File: config.mk
export PLATFORM = sky130hd
export DESIGN_NAME = pwm_duty_ramp_ctrl
export DESIGN_NICKNAME = d
export VERILOG_FILES = /design/src/rtl/pwm_pkg.sv /design/src/rtl/pwm_period_counter.sv /design/src/rtl/pwm_duty_ramp_ctrl.sv
export SDC_FILE = /design/constraint.sdc
export NUM_CORES = 1
export LEC_CHECK = 0
export ABC_AREA = 1
export CORE_MARGIN = 4
export CORE_UTILIZATION = 25
export DETAILED_ROUTE_END_ITERATION = 8
export GPL_TIMING_DRIVEN = 0
export HOLD_SLACK_MARGIN = 0.02
export SLEW_MARGIN = 20
export SYNTH_ARGS = -nofsm -noshare
export SYNTH_HDL_FRONTEND = slang
export SYNTH_HIERARCHICAL = 1
export SYNTH_SLANG_ARGS = --single-unit
File: constraint.sdc
create_clock -name clk -period 4.3 [get_ports clk]
set_clock_uncertainty 0.15 [all_clocks]
set_input_delay 0.43 -clock clk [delete_from_list [all_inputs] [get_ports clk]]
set_output_delay 0.43 -clock clk [all_outputs]
set_load 0.01 [all_outputs]
File: src/rtl/pwm_pkg.sv
// pwm_pkg: shared state encoding and default width for the PWM duty ramp sequencer
package pwm_pkg;
  localparam int N_DEF = 8;
  typedef enum logic {IDLE = 1'b0, RAMP = 1'b1} state_e;
endpackage

File: src/rtl/pwm_period_counter.sv
// pwm_period_counter: free-running n-bit period counter with enable and wrap strobe
module pwm_period_counter
  import pwm_pkg::*;
#(
  parameter int n = N_DEF
) (
  input  logic         clk,
  input  logic         reset,
  input  logic         enable,
  output logic [n-1:0] cnt,
  output logic         wrap
);
  logic [n-1:0] cnt_q, cnt_d;
  always_comb cnt_d = enable ? cnt_q + 1'b1 : cnt_q;
  always_ff @(posedge clk) cnt_q <= !reset ? '0 : cnt_d;
  assign cnt  = cnt_q;
  assign wrap = enable & (&cnt_q);
endmodule

File: src/rtl/pwm_duty_ramp_ctrl.sv
// pwm_duty_ramp_ctrl: ramps PWM duty toward an accepted target by one step per period,
// changing duty only on period boundaries.
module pwm_duty_ramp_ctrl
  import pwm_pkg::*;
#(
  parameter int n = N_DEF
) (
  input  logic         clk,
  input  logic         reset,
  input  logic         enable,
  input  logic         tgt_valid,
  output logic         tgt_ready,
  input  logic [n-1:0] tgt_duty,
  input  logic [n-1:0] tgt_step,
  output logic [n-1:0] duty,
  output logic         period_start,
  output logic         busy,
  output logic         done
);
  state_e       state_q, state_d;
  logic [n-1:0] duty_q, duty_d, tgt_q, tgt_d, step_q, step_d;
  logic         done_q, done_d;
  logic [n-1:0] cnt;
  logic         wrap, up;
  logic [n:0]   diff;
  pwm_period_counter #(.n(n)) u_cnt (
    .clk    (clk),
    .reset  (reset),
    .enable (enable),
    .cnt    (cnt),
    .wrap   (wrap)
  );
  assign up   = tgt_q > duty_q;
  assign diff = up ? {1'b0, tgt_q} - {1'b0, duty_q} : {1'b0, duty_q} - {1'b0, tgt_q};
  always_comb begin
    state_d = state_q;
    duty_d  = duty_q;
    tgt_d   = tgt_q;
    step_d  = step_q;
    done_d  = 1'b0;
    if (state_q == IDLE) begin
      if (tgt_valid) begin
        tgt_d   = tgt_duty;
        step_d  = tgt_step;
        done_d  = tgt_duty == duty_q;
        state_d = tgt_duty == duty_q ? IDLE : RAMP;
      end
    end else if (wrap) begin
      // final step lands exactly on target so overshoot is impossible
      if (step_q == '0 || diff <= {1'b0, step_q}) begin
        duty_d  = tgt_q;
        state_d = IDLE;
        done_d  = 1'b1;
      end else begin
        duty_d = up ? duty_q + step_q : duty_q - step_q;
      end
    end
  end
  always_ff @(posedge clk) begin
    if (!reset) begin
      state_q <= IDLE;
      duty_q  <= '0;
      tgt_q   <= '0;
      step_q  <= '0;
      done_q  <= 1'b0;
    end else begin
      state_q <= state_d;
      duty_q  <= duty_d;
      tgt_q   <= tgt_d;
      step_q  <= step_d;
      done_q  <= done_d;
    end
  end
  assign tgt_ready    = state_q == IDLE;
  assign busy         = state_q == RAMP;
  assign duty         = duty_q;
  assign done         = done_q;
  assign period_start = cnt == '0;
endmodule

=== Word-level counts from Yosys, hierarchy flattened ===
Index checks and enable logic that the tools add are counted.

* Register bits after elaboration: 34
* Word-level logic and storage cells: 34

* $add $sub $neg: 5
* $lt $le $gt $ge: 2
* Eq/ne operators: 1
* Muxes and demuxes: 12
* Bitwise gates (word level): 2
* Reductions and logical operators: 6

{| class="wikitable"
|+ Operators with widths
! kind !! count
|-
| $sub 8x8->9 || 2
|-
| $logic_not 8->1 || 2
|-
| $mux 8 || 2
|-
| $le 9x8->1 || 1
|-
| $mux 1 || 9
|-
| $mux 9 || 1
|-
| $add 8x1->8 const B || 1
|-
| $add 8x8->8 || 1
|-
| $eq 8x8->1 || 1
|-
| $gt 8x8->1 || 1
|-
| $reduce_and 8->1 || 1
|-
| $sub 8x8->8 || 1
|-
| $reduce_and 2->1 || 2
|-
| $and 1x1->1 || 1
|-
| $logic_or 1x1->1 || 1
|-
| $not 1->1 || 1
|}

=== Longest topological paths before layout ===
Gate-level depths: netlist of the first run.

* Depth in word-level cells: 7
* Gate-level depth with buffers: 31
* Mapped depth without buffers: 30

=== By module ===
The synthesis of the first run kept the hierarchy.

{| class="wikitable"
|+ Modules (own cells, without submodules)
! module !! times used !! cells each !! area an instance (um^2) !! sequential area each (um^2)
|-
| pwm_duty_ramp_ctrl || 1 || 386 || 2667.6 || 520.5
|-
| pwm_period_counter || 1 || 50 || 350.3 || 160.2
|}

=== Least setup slack after synthesis of the first run ===
Ideal clock, no wire load.

* Kind: reg2reg
* Start point: register duty_q[6] (netlist: duty[6])
* End point: register duty_q[0] (netlist: duty[0])
* Library setup time: 0.109 ns
* Arrival time: 3.138 ns
* Required time: 4.041 ns
* Slack: 0.903 ns
* Stages on the path, launching flop included: 30
* Path through: dfxtp_1 > inv_1 > ha_1 > buf_2 > nand2_1 > nand2_1 > a21oi_1 > nand3_2 > nand2_4 > buf_2 > nand2_1 > o21ai_1 > xor2_1 > inv_1 > ha_1 > nand2_1 > nor2_1 > nand2_1 > nand3_1 > nand2_1 > nand2_1 > nand2_1 > nand2_1 > nand2_1 > nand2_4 > nand2_8 > nand3_2 > nand3_1 > nand2_1 > inv_1

* Word-level cells in the longest chain between the ends: 5
* Elaborated cells on any way between the ends: 8
* Classes of those cells: 2 x add/sub; 2 x order compare; 3 x mux; 1 x reduce/logical

{| class="wikitable"
|+ RTL lines
! item !! line !! text
|-
| start: declaration || pwm_duty_ramp_ctrl.sv:21 || <nowiki>logic [n-1:0] duty_q, duty_d, tgt_q, tgt_d, step_q, step_d;</nowiki>
|-
| start signal: assignment || pwm_duty_ramp_ctrl.sv:68 || <nowiki>duty_q <= duty_d;</nowiki>
|-
| $sub 8x8->9 or $gt 8x8->1 (tied branches) || pwm_duty_ramp_ctrl.sv:34, pwm_duty_ramp_ctrl.sv:33 ||
|-
| $mux 9 || pwm_duty_ramp_ctrl.sv:34 || <nowiki>assign diff = up ? {1'b0, tgt_q} - {1'b0, duty_q} : {1'b0, duty_q} - {1'b0, tgt_q};</nowiki>
|-
| $le 9x8->1 || pwm_duty_ramp_ctrl.sv:50 || <nowiki>if (step_q == '0 || diff <= {1'b0, step_q}) begin</nowiki>
|-
| $logic_or 1x1->1 || pwm_duty_ramp_ctrl.sv:50 ||
|-
| $mux 8 (*) || pwm_duty_ramp_ctrl.sv:50 ||
|}

Mark *: on every way between the ends. The rest lies on a longest branch, timed or not.
A chain may end at the register's enable or synchronous reset.

=== Final worst setup path of the first run ===
* Start point: register duty_q[4] (netlist: duty[4])
* End point: register duty_q[7] (netlist: duty[7])

Same word-level chain as after synthesis.

==> impl_metrics.toml, run 1 <==
[outcome]
outcome = "completed"

[die]
die_height_um = 118
ioPinCount = 32
floorplan.initialDensity_pct = 26.0
die_x_um = 118
core_area_um2 = 11600
num_rows = 39
die_area_um2 = 13900

[timing]
rsz0062_at_grt = "false"
final_min_period_over_clock_period_pct = 89.0
report.final.slew_viol_count = 0
hold_ws_ps = 353
final_hold_vio_count = 0
worst-slew-pin-transition_ps = 549
maxSlewHeadroom_pct = 63.4
min_period_ps = 3830
fmax_mhz = 261
setup_viol = 0
setup-tns-final_ps = 0
fin_ws_ps = 472

[final_layout]
post_route_cells_drive_above_1_share_pct = 10.5
diodes = 0
area_delta_synth_final_pct = 21.7
final_cell_count_no_fill = 618
n_fill_cell = 1258
nNetsFinal = 530

[synthesis]
syn-mean-instance-area_um2 = 6.92
yosysWarningCount = 6
netlist-cell-type-count = 40
synth_top_family_by_area = "simple AND/OR/NAND/NOR gates"
yosys.area_share.xor_xnor_pct = 6.38
synth_cells = 436
synth-async-reset-ratio_pct = 0
synth-edff-count = 0
synth_compound_area_share_pct = 13.6
synth_fa_ha_area_share_pct = 15.7
seq_area_frac_synth_pct = 22.6
postSynthRegisterBits = 34
mappedNetlistNets = 492
portion_of_netlist_area_occupied_by_mux_cells_pct = 0.332
ys_dominant_reg_cell = "sky130_fd_sc_hd__dfxtp_1"
synth_simple_gate_area_share_pct = 31.6
syn-cell-area_um2 = 3020

[detailed_routing]
detail_route.iter0.violations = 174
drt_drc = 0
totalWireLength_um = 8210
wl_per_cell_um = 13.3
viasPerCell = 4.66
postRouteAntennaNets = 0
overall_via_count_from_detail_route = 2878
drt_pre_antenna_iters = 4

[clock_tree]
cts.root.buffer_cell = "sky130_fd_sc_hd__clkbuf_16"
clock_tree.buffer_depth = 2
clock_latency_ps = 280
clock_tree.htree_level_count = 2
cts.sinks = 34
clkTransAtPathRegs_ps = 60
ctsHoldBuffers = 0
numCtsBuffers = 5
tritoncts = "yes"

[power_and_ir_drop]
leakagePower_nw = 1.71
power.share.combinational_pct = 40.5
seq_power_share_pct = 28.6
clkPwrFrac_pct = 30.9
internal_power_uw = 744
switching_power_as_a_share_of_total_power_pct = 38.1
net-switching-power_uw = 457
irDropWorstVdd_mv = 0.217
power.density_nw_per_um2 = 327

[grt]
global_route.peak_usage_layer = "met2"
total_global_routing_overflow = 0
grt_first_pass_wirelength_um = 13800
met2_usage_pct = 19.4
grt_start_max_net_pins = 15
grtUsageTotal_pct = 12.2
globalRouteMet3Util_pct = 2.84
met1_usage_pct = 17.0
first_global_vias = 2854
number_of_antenna_violations_at_the_first_check_in_global_routing = 0

[critical_path]
path_buf_inv = 3
worst_path_max_delay_cell = "sky130_fd_sc_hd__dfxtp_2"
crit_path_end_kind = "flop"
slowest_delay_ps = 420
rrSetupSlack_ps = 470
crit_arrival_ps = 3890
worst_path_most_repeated_cell = "sky130_fd_sc_hd__nand2_1"
startpoint_type = "flop"
cp_top_family = "simple AND/OR/NAND/NOR gates"
worstPathRequired_ps = 4360
critPathMaxFanout = 9
setup.worst_path.class = "flop to flop"

[hold_path]
worst_hold_path_type = "flop to flop"

[place]
detailed_place_hpwl_um = 6800
placedCellCount = 610
dpl_worst_slack_ps = 308
numPortBuffers = 31
gpl.final_weighted_congestion = 0.897

[run]
drv_cap = 0
==> Yosys cell counts (5+ instances only) <==
cell type	instances	area, um^2
sky130_fd_sc_hd__nand2_1	95	357
sky130_fd_sc_hd__nand2_2	5	31.3
sky130_fd_sc_hd__xor2_1	16	140
sky130_fd_sc_hd__nor2_1	20	75.1
sky130_fd_sc_hd__o21ai_0	25	125
sky130_fd_sc_hd__inv_1	65	244
sky130_fd_sc_hd__dfxtp_1	34	681
sky130_fd_sc_hd__xnor2_1	6	52.6
sky130_fd_sc_hd__nand4_1	13	81.3
sky130_fd_sc_hd__nand3_1	29	145
sky130_fd_sc_hd__a21oi_1	41	205
sky130_fd_sc_hd__nand3_2	9	90.1
sky130_fd_sc_hd__ha_1	33	413
==> power by group through the flow <==
stage	Combinational (mW)	Sequential, mW	Clock, mW
final	0.487	0.344	0.371
after global routing	0.564	0.345	0.390
after CTS	0.489	0.344	0.378
after detailed placement	0.485	0.351	0
after global placement	0.478	0.350	0
after floorplan	0.370	0.346	0
==> through the flow <==
step	util, %	cell area, um^2	total power, mW
floorplan	-	3020	0.716
global placement	30.2	3510	0.828
detailed placement	30.2	3510	0.835
CTS	31.5	3660	1.21
global route	31.6	3670	1.30
finish	31.6	3670	1.20
==> placed cells by master (no fill, tap or decap), types with 2 or more instances in the layout <==
| cell | n |
|---|---|
| sky130_fd_sc_hd__nor4_1 | 2 |
| sky130_fd_sc_hd__o21ai_0 | 25 |
| sky130_fd_sc_hd__nand2_2 | 5 |
| sky130_fd_sc_hd__clkbuf_16 | 5 |
| sky130_fd_sc_hd__clkbuf_1 | 3 |
| sky130_fd_sc_hd__fa_1 | 3 |
| sky130_fd_sc_hd__nor3_1 | 2 |
| sky130_fd_sc_hd__xor2_1 | 16 |
| sky130_fd_sc_hd__ha_1 | 32 |
| sky130_fd_sc_hd__nand4_1 | 13 |
| sky130_fd_sc_hd__clkdlybuf4s50_1 | 31 |
| sky130_fd_sc_hd__nand2_4 | 2 |
| sky130_fd_sc_hd__nand2_1 | 95 |
| sky130_fd_sc_hd__a21o_1 | 4 |
| sky130_fd_sc_hd__inv_1 | 65 |
| sky130_fd_sc_hd__nand3_1 | 29 |
| sky130_fd_sc_hd__or2_2 | 4 |
| sky130_fd_sc_hd__nor2_1 | 20 |
| sky130_fd_sc_hd__dfxtp_1 | 27 |
| sky130_fd_sc_hd__nand3_2 | 9 |
| sky130_fd_sc_hd__a21oi_1 | 41 |
| sky130_fd_sc_hd__nor2_2 | 2 |
| sky130_fd_sc_hd__buf_2 | 4 |
| sky130_fd_sc_hd__dfxtp_2 | 6 |
| sky130_fd_sc_hd__xnor2_1 | 6 |
| sky130_fd_sc_hd__nor2_4 | 2 |
==> repair_timing <==
item,in CTS,in global routing
setup buffers,0,0
gates resized for setup,0,9
endpoints found under the setup margin,0,10
hold endpoints to repair,0,0
==> logic make-up after synthesis <==
group                    count (synthesis)
AO/OA/AOI/OAI                           77
XOR/XNOR                                22
adder cells (fa/ha/maj)                 36
buffers and inverters                   76
flip-flops                              34
multiplexers                             1
AND/OR/NAND/NOR                        190
==> tightest hold or removal path, cell delays in order, from the launching register on <==
cell	delay, ps
sky130_fd_sc_hd__dfxtp_1	320
sky130_fd_sc_hd__nor2_1	100
sky130_fd_sc_hd__nor2_1	40
==> state kept, by name, summed over array words and instances, names as in the netlist <==
name       cells
duty           8
step_q         8
tgt_q          8
u_cnt/cnt      8
busy           1
done           1
==> worst paths after layout <==
path | start | endpoint | cells past startpoint
min reg2reg | u_cnt/cnt[6] | u_cnt/cnt[6] | 2
min | u_cnt/cnt[6] | u_cnt/cnt[6] | 2
max | duty[4] | duty[7] | 27
max reg2reg | duty[4] | duty[7] | 27
==> cell type report <==
type	count	area [um^2]	share of cell area [%]
inverter	67	251	6.85
timing repair buffer	31	310	8.45
multi-input combinational	326	2040	55.6
buffer	9	46.3	1.26
tap	143	179	4.87
clock inverter	2	12.5	0.341
sequential	34	692	18.8
clock buffer	6	139	3.78
==> routing by layer <==
layer,wire (um),vias up
met5,0,-
met3,379,5
met4,51,0
li1,-,1506
met2,3600,57
met1,4170,1310
Power figures use the tool's default switching activity.
==> inputs of run 2 (changes only) <==
--- a/config.mk
+++ b/config.mk
@@ -6,7 +6,6 @@
 export NUM_CORES = 1
 export LEC_CHECK = 0
 export ABC_AREA = 1
-export CORE_MARGIN = 4
 export CORE_UTILIZATION = 25
 export DETAILED_ROUTE_END_ITERATION = 8
 export GPL_TIMING_DRIVEN = 0
==> constraint.sdc (replaced) <==
create_clock -name clk -period 4.25 [get_ports clk]
set_clock_uncertainty 0.15 [all_clocks]
set_input_delay 0.425 -clock clk [delete_from_list [all_inputs] [get_ports clk]]
set_output_delay 0.425 -clock clk [all_outputs]
set_load 0.01 [all_outputs]
==> impl_metrics.toml, run 2 (synthesis results as in run 1) <==
[outcome]
outcome = "finished with violations"
violated_checks = "DRC"

[die]
die_area_um2 = 12500
die_x_um = 112
num_rows = 39
floorplan.initialDensity_pct = 26.0
ioPinCount = 32
die_height_um = 112
core_area_um2 = 11600

[detailed_routing]
totalWireLength_um = 8390
postRouteAntennaNets = 0
viasPerCell = 4.69
drt_pre_antenna_iters = 8
overall_via_count_from_detail_route = 2901
wl_per_cell_um = 13.6
detail_route.iter0.violations = 188
drt_drc = 1

[timing]
min_period_ps = 3860
fmax_mhz = 259
final_hold_vio_count = 0
setup_viol = 0
rsz0062_at_grt = "false"
report.final.slew_viol_count = 0
maxSlewHeadroom_pct = 61.6
setup-tns-final_ps = 0
final_min_period_over_clock_period_pct = 90.7
worst-slew-pin-transition_ps = 577

[hold_path]
worst_hold_path_type = "flop to flop"
worstHoldPathCells = 2
hold_path_end = "tgt_q[7]"
hold_path.startpoint = "tgt_q[7]"

[grt]
number_of_antenna_violations_at_the_first_check_in_global_routing = 0
first_global_vias = 2801
grt_first_pass_wirelength_um = 13800
grtUsageTotal_pct = 13.9
total_global_routing_overflow = 0
grt_start_max_net_pins = 15

[critical_path]
reg2reg_to = "duty[1]"
crit_arrival_ps = 3890
worst_path_max_delay_cell = "sky130_fd_sc_hd__dfxtp_1"
startpoint_type = "flop"
crit_start = "duty[7]"
slowest_delay_ps = 520
worstPathRequired_ps = 4290
rrSetupSlack_ps = 390
reg_to_reg_critical_path_startpoint = "duty[7]"
setup.worst_path.class = "flop to flop"
critPathMaxFanout = 10
ff2ff_path_depth = 27
worst_path_most_repeated_cell = "sky130_fd_sc_hd__nand2_1"
crit_path_end_kind = "flop"

[final_layout]
most-common-layout-cells = "sky130_fd_sc_hd__nand2_1 (95), sky130_fd_sc_hd__inv_1 (65), sky130_fd_sc_hd__a21oi_1 (41)"
n_fill_cell = 1280
diodes = 0
post_route_cells_drive_above_1_share_pct = 10.3
final_util_pct = 31.6
area_delta_synth_final_pct = 21.6
final_cell_count_no_fill = 618
layout_commonest_cell = "sky130_fd_sc_hd__nand2_1"
nNetsFinal = 530
multi_input_comb_area_um2 = 2040
seq_area_um2 = 688

[clock_tree]
cts.sinks = 34
cts.root.buffer_cell = "sky130_fd_sc_hd__clkbuf_16"
clkTransAtPathRegs_ps = 60
clock_latency_ps = 290
clock_tree.htree_level_count = 2
tritoncts = "yes"
clock_tree.buffer_depth = 2
numCtsBuffers = 5

[power_and_ir_drop]
design_power_total_mw = 1.23
leakagePower_nw = 1.71
power.density_nw_per_um2 = 336
irDropWorstVdd_mv = 0.182

[run]
drv_cap = 0

[place]
detailed_place_hpwl_um = 6660
numPortBuffers = 31
placedCellCount = 610
gpl.final_weighted_congestion = 0.926
## run 2: cell counts in the layout (fill, tap and decap cells not counted)
No cell type changed its count.
## run 2: worst max-delay path by stage
stage / endpoint / slack, ps / depth (start not counted)
3_5_place_dp: duty[1] / 320 / 28
5_1_grt: duty[3] / 70 / 28
6_report: duty[1] / 390 / 27
2_1_floorplan: duty[0] / 850 / 29
4_1_cts: duty[2] / 310 / 28
3_3_place_gp: duty[1] / 370 / 30
## run 2: timing repair
item                                    4_1_cts  5_1_grt
endpoints found under the hold margin         0        0
gates resized for setup                       0        7
endpoints found under the setup margin        0       10
setup buffers                                 0        0
hold buffers                                  0        0
## run 2: final cells by class
| type | instances | area share (%) |
|---|---|---|
| tap | 143 | 4.88 |
| timing repair buffer | 31 | 8.46 |
| clock buffer | 6 | 3.79 |
| clock inverter | 2 | 0.341 |
| inverter | 67 | 6.86 |
| sequential | 34 | 18.8 |
| multi-input combinational | 326 | 55.7 |
| buffer | 9 | 1.26 |
## run 2: power by group
part	switching, mW	internal, mW
sequential	0.0141	0.333
combinational	0.307	0.189
clock	0.158	0.233
## run 2: worst max-delay path, delay by kind of cell (launching register included)
| family | cells | cell delay (ps) |
|---|---|---|
| XOR/XNOR | 1 | 150 |
| AND/OR/NAND/NOR | 19 | 1770 |
| flip-flops | 1 | 520 |
| buffers and inverters | 4 | 400 |
| adder cells (fa/ha/maj) | 2 | 690 |
| AO/OA/AOI/OAI | 1 | 90 |
## run 2: routing by layer
layer	GRT usage [%]	routed length, um	vias up
li1	-	-	1501
met1	19.1	4310	1323
met2	22.6	3600	69
met3	2.83	413	8
met4	2.52	76	0
met5	0	0	-
## run 2: stage by stage
step | hold slack, ps | setup slack, ps | area [um^2]
finish | 354 | 394 | 3670
global route | 365 | 74.2 | 3670
global placement | 340 | 369 | 3510
floorplan | 310 | 853 | 3020
CTS | 352 | 312 | 3660
detailed placement | 343 | 322 | 3510
